--- config.mk ---
export PLATFORM = sky130hd
export DESIGN_NAME = dmem_arbiter
export DESIGN_NICKNAME = d
export VERILOG_FILES = /design/src/rtl/dmem_arbiter.sv
export SDC_FILE = /design/constraint.sdc
export NUM_CORES = 1
export LEC_CHECK = 0
export CAP_MARGIN = 10
export CORE_MARGIN = 3
export CORE_UTILIZATION = 35
export CTS_CLUSTER_DIAMETER = 150
export CTS_CLUSTER_SIZE = 30
export DETAILED_ROUTE_END_ITERATION = 8
export HOLD_SLACK_MARGIN = 0.12
export PLACE_DENSITY = 0.75
export SYNTH_ARGS = -nofsm -noshare
export SYNTH_HDL_FRONTEND = slang
export SYNTH_SLANG_ARGS = --single-unit
--- constraint.sdc ---
create_clock -name clk -period 1.3 [get_ports clk]
set_input_delay 0.26 -clock clk [delete_from_list [all_inputs] [get_ports clk]]
set_output_delay 0.26 -clock clk [all_outputs]
set_load 0.05 [all_outputs]
--- src/rtl/dmem_arbiter.sv ---
// Two-port req/gnt arbiter and single-access sequencer owning all data_mem inputs.
// Ports: clk, rst_n (sync, active-low); m0_*/m1_* request (req, we, addr, wd)
// and response (gnt, rvalid, rdata, err) channels; mem_we/mem_addr/mem_wd to
// data_mem, mem_rd from data_mem. Build option DMEM_ARB_RR_EN selects
// round-robin contention (default: port 0 fixed priority).
module dmem_arbiter #(
    parameter int CAPACITY = 128
) (
    input  logic        clk,
    input  logic        rst_n,
    input  logic        m0_req,
    input  logic        m0_we,
    input  logic [31:0] m0_addr,
    input  logic [31:0] m0_wd,
    output logic        m0_gnt,
    output logic        m0_rvalid,
    output logic [31:0] m0_rdata,
    output logic        m0_err,
    input  logic        m1_req,
    input  logic        m1_we,
    input  logic [31:0] m1_addr,
    input  logic [31:0] m1_wd,
    output logic        m1_gnt,
    output logic        m1_rvalid,
    output logic [31:0] m1_rdata,
    output logic        m1_err,
    output logic        mem_we,
    output logic [31:0] mem_addr,
    output logic [31:0] mem_wd,
    input  logic [31:0] mem_rd
);

    localparam logic [1:0] S_IDLE   = 2'd0;
    localparam logic [1:0] S_ACCESS = 2'd1;
    localparam logic [1:0] S_RESP   = 2'd2;

    logic [1:0]  state;
    logic        cmd_we;
    logic        cmd_port;
    logic [31:0] cmd_addr;
    logic [31:0] cmd_wd;
    logic        last_win;

    logic        rv0, rv1;
    logic        er0, er1;
    logic [31:0] rd0, rd1;

    logic        in_access;
    logic        in_range;
    logic        arb_en;
    logic        any_req;
    logic        win;
    logic [31:0] rdata_n;

    assign in_access = (state == S_ACCESS);
    assign in_range  = (cmd_addr < 32'(CAPACITY));
    // Grants are suppressed while reset is low so nothing is accepted
    // that the reset edge would then silently drop.
    assign arb_en    = rst_n && (state == S_IDLE || state == S_RESP);
    assign any_req   = m0_req | m1_req;

`ifdef DMEM_ARB_RR_EN
    assign win = (m0_req && m1_req) ? ~last_win : m1_req;
`else
    assign win = ~m0_req;
`endif

    assign m0_gnt = arb_en & any_req & ~win;
    assign m1_gnt = arb_en & any_req & win;

    // Decoded from state only (not rst_n): a write in ACCESS still commits
    // on a coinciding reset edge.
    assign mem_we   = in_access & cmd_we & in_range;
    assign mem_addr = in_access ? cmd_addr : 32'd0;
    assign mem_wd   = in_access ? cmd_wd : 32'd0;

    assign rdata_n  = (in_range && !cmd_we) ? mem_rd : 32'd0;

    assign m0_rvalid = rv0;
    assign m1_rvalid = rv1;
    assign m0_rdata  = rd0;
    assign m1_rdata  = rd1;
    assign m0_err    = er0;
    assign m1_err    = er1;

    always_ff @(posedge clk) begin
        if (!rst_n) begin
            state    <= S_IDLE;
            cmd_we   <= 1'b0;
            cmd_port <= 1'b0;
            cmd_addr <= 32'd0;
            cmd_wd   <= 32'd0;
            last_win <= 1'b1;
            rv0      <= 1'b0;
            rv1      <= 1'b0;
            er0      <= 1'b0;
            er1      <= 1'b0;
            rd0      <= 32'd0;
            rd1      <= 32'd0;
        end else begin
            rv0 <= 1'b0;
            rv1 <= 1'b0;
            er0 <= 1'b0;
            er1 <= 1'b0;
            rd0 <= 32'd0;
            rd1 <= 32'd0;
            unique case (state)
                S_ACCESS: begin
                    state <= S_RESP;
                    if (cmd_port) begin
                        rv1 <= 1'b1;
                        rd1 <= rdata_n;
                        er1 <= ~in_range;
                    end else begin
                        rv0 <= 1'b1;
                        rd0 <= rdata_n;
                        er0 <= ~in_range;
                    end
                end
                default: begin
                    // IDLE and RESP arbitrate identically.
                    if (any_req) begin
                        state    <= S_ACCESS;
                        cmd_port <= win;
                        cmd_we   <= win ? m1_we : m0_we;
                        cmd_addr <= win ? m1_addr : m0_addr;
                        cmd_wd   <= win ? m1_wd : m0_wd;
                        last_win <= win;
                    end else begin
                        state <= S_IDLE;
                    end
                end
            endcase
        end
    end

endmodule

==> flow_summary.json <==
{
  "status": "complete, but fails checks",
  "violations": "setup timing",
  "async_flop_share_pct": 0,
  "synth_area_leader_cell": "dfxtp_1",
  "synth_compound_area_share_pct": 14.4,
  "clock_skew_ns": 0.0109,
  "postRouteAntennaNets": 0,
  "ys_seq_area_share_pct": 46.7,
  "period_share_pct": 154,
  "tightest_slew_ns": 0.379,
  "use_met1_pct": 29.7,
  "leakage_nw": 5.59,
  "drc": 0,
  "fp.dieW_um": 135,
  "grt_pass1_wl_um": 37100,
  "crit_arrival_ns": 2.33,
  "critPathKind": "flip-flop to flip-flop",
  "start_util_pct": 36.2,
  "postSynthNetCount": 746,
  "hold-worst-slack_ns": 0.151,
  "hp-start": "m0_req",
  "synth_top_family_by_area": "simple AND/OR/NAND/NOR gates",
  "yosysWarnings": 0,
  "dr.pass1.iters": 4,
  "fmax_ghz": 0.501,
  "synth_edf_count": 0,
  "drt_iter0_drc": 250,
  "synthAdderAreaFrac_pct": 0,
  "endpoint_kind": "flip-flop",
  "start_kind": "flip-flop",
  "clk_latency_ns": 0.42,
  "grt.met2_usage_pct": 47.9,
  "grt-busiest-layer": "met2",
  "fp.dieH_um": 135,
  "cp_max_fo": 7,
  "synth_mux_area_share_pct": 11.2,
  "fillers": 822,
  "wl_um": 25100,
  "drv_cap": 0,
  "num_rows": 46,
  "final_nets": 1122,
  "postCtsHoldBufs": 0,
  "vdd_ir_drop_max_mv": 0.973,
  "finalNonFillerCells": 1185,
  "wl_per_cell_um": 21.2,
  "synthXorXnorAreaFrac_pct": 0,
  "critical-path-max-stage-delay_ns": 0.34,
  "worstPathCellList": "nor4_4, nand4_1, buf_6, buf_6, buf_6, buf_6, buf_8, buf_12, buf_12, buf_16, nor3_4",
  "viasPerCell": 5.15,
  "synth_area_um2": 5830,
  "dr_total_vias": 6105,
  "crit_required_ns": 1.63,
  "dieArea_um2": 18200,
  "min_path_type": "input port to flip-flop",
  "rr_startpoint": "cmd_addr[11]",
  "timing.critical_path.from": "cmd_addr[11]",
  "grt_pass1_vias": 6497,
  "ys_ff_latch": 136,
  "drive_gt1_share_pct": 51.3,
  "rsz0062_at_grt": "yes",
  "cp_slowest_cell": "dfxtp_2",
  "hpwl_um": 15000,
  "fp.coreArea_um2": 16100,
  "postSynthCellCount": 580,
  "grt_max_degree": 33,
  "cts_tree": "yes",
  "cts_buffers": 17,
  "power_density_nw_per_um2": 1010,
  "final-setup-viol-count": 199,
  "cp_common_cell": "buf_6",
  "ys.flop_type": "dfxtp_1",
  "io_buffers": 300,
  "cts.reportedPaths.clkPinSlew_ns": 0.06,
  "place.gp.congestion": 0.778,
  "yosys.area_share.simple_pct": 22.5,
  "h-tree-depth": 4,
  "postLayoutSetupSlackWorst_ns": -0.697,
  "io_pins": 301,
  "syn_area_per_cell_um2": 10.1,
  "slew_viol_final": 0,
  "period_needed_ns": 2.00,
  "final-hold-violation-count": 0,
  "max_slew_margin_pct": 74.0,
  "grt_overflow_total": 0,
  "grt_antenna_before_repair": 0,
  "synth_top_area_share_pct": 46.7,
  "track_usage_pct": 26.3,
  "yosysUniqueCellTypes": 27,
  "cts.sinks": 136,
  "num_antenna_cells": 0,
  "clockRootBuffer": "clkbuf_16",
  "synthToLayoutAreaGrowth_pct": 130,
  "pre_cts_ws_ns": -0.410,
  "dp.cells": 1105,
  "ctsLongestPathBuffers": 2,
  "synthTopCellsByArea": "dfxtp_1, mux2i_1, nor3_2",
  "synthTopCellsByCount": "dfxtp_1, a211oi_1, a21oi_1, mux2i_1, and2_1",
  "use_met3_pct": 7.82,
  "synth.most_common_cell": "dfxtp_1"
}
per-layer routing:
layer,part of all wire [%],up-vias
met5,0,-
met4,1.8,0
met3,7.5,42
met2,53,276
met1,37,2949
li1,-,2838
state kept, by name, indices dropped and copies added, names as in the netlist:
name       count
m1_err         1
state          2
m1_rvalid      1
m0_rdata      32
cmd_addr      32
m0_err         1
cmd_we         1
cmd_wd        32
m1_rdata      32
cmd_port       1
m0_rvalid      1
worst max-delay path, delay by kind of cell (launching register included):
family	cells	cell delay (ns)
buffers and inverters	8	0.98
and+or+nand+nor	3	0.57
DFF	1	0.34
cell usage in the layout (no fill, tap or decap), types with 15 or more instances in the layout:
| master | n |
|---|---|
| buf_4 | 50 |
| buf_16 | 16 |
| a21oi_1 | 65 |
| clkdlybuf4s50_1 | 164 |
| nand2_1 | 32 |
| nor3_2 | 25 |
| nor3_4 | 40 |
| buf_12 | 162 |
| mux2i_1 | 65 |
| a211oi_2 | 64 |
| and2_4 | 64 |
| clkbuf_16 | 19 |
| dfxtp_1 | 133 |
| buf_6 | 15 |
what timing repair did:
item	in CTS	in global routing
gates resized for setup	156	65
cloned	23	3
buffers inserted	30	8
pin swaps	85	36
endpoints found under the setup margin	199	201
metrics by stage:
stage	total power, W	TNS (ns)	util [%]	instance area (µm²)
5_1_grt	0.0140	-109.09	83.0	13400
3_5_place_dp	0.00743	-49.49	68.4	11000
4_1_cts	0.0135	-102.99	81.8	13200
2_1_floorplan	0.00597	-1.85	-	6120
6_report	0.0136	-99.50	83.0	13400
3_3_place_gp	0.00737	-44.42	68.4	11000
cell families after synthesis:
group	count (synthesis)
compound gates	134
buf+inv	62
flops	136
mux	65
simple gates	183
path summary, 6_finish.rpt:
kind,depth (start not counted),slack [ns],end
setup / recovery,11,-0.70,m1_rdata[24]
hold / removal,2,0.15,cmd_port
setup reg to reg,11,-0.70,m1_rdata[24]
hold reg to reg,2,0.56,cmd_wd[2]
layout make-up:
| class | count | area (µm²) | share of cell area [%] |
|---|---|---|---|
| Timing Repair Buffer | 417 | 6040 | 45.1 |
| Multi-Input combinational cell | 382 | 3690 | 27.6 |
| Sequential cell | 136 | 2730 | 20.4 |
| Clock buffer | 22 | 474 | 3.54 |
| Tap cell | 216 | 270 | 2.02 |
| Clock inverter | 10 | 166 | 1.24 |
| Inverter | 2 | 7.51 | 0.0561 |
power by group:
part | switching, W | total, W | internal (W) | leakage [nW]
logic | 0.00176 | 0.00379 | 0.00204 | 4.17
registers | 0.000158 | 0.00455 | 0.00439 | 1.11
clock network | 0.00186 | 0.00523 | 0.00338 | 0.307
total | 0.00377 | 0.0136 | 0.00980 | 5.59
Note: power is estimated with default switching activity, not from simulation.
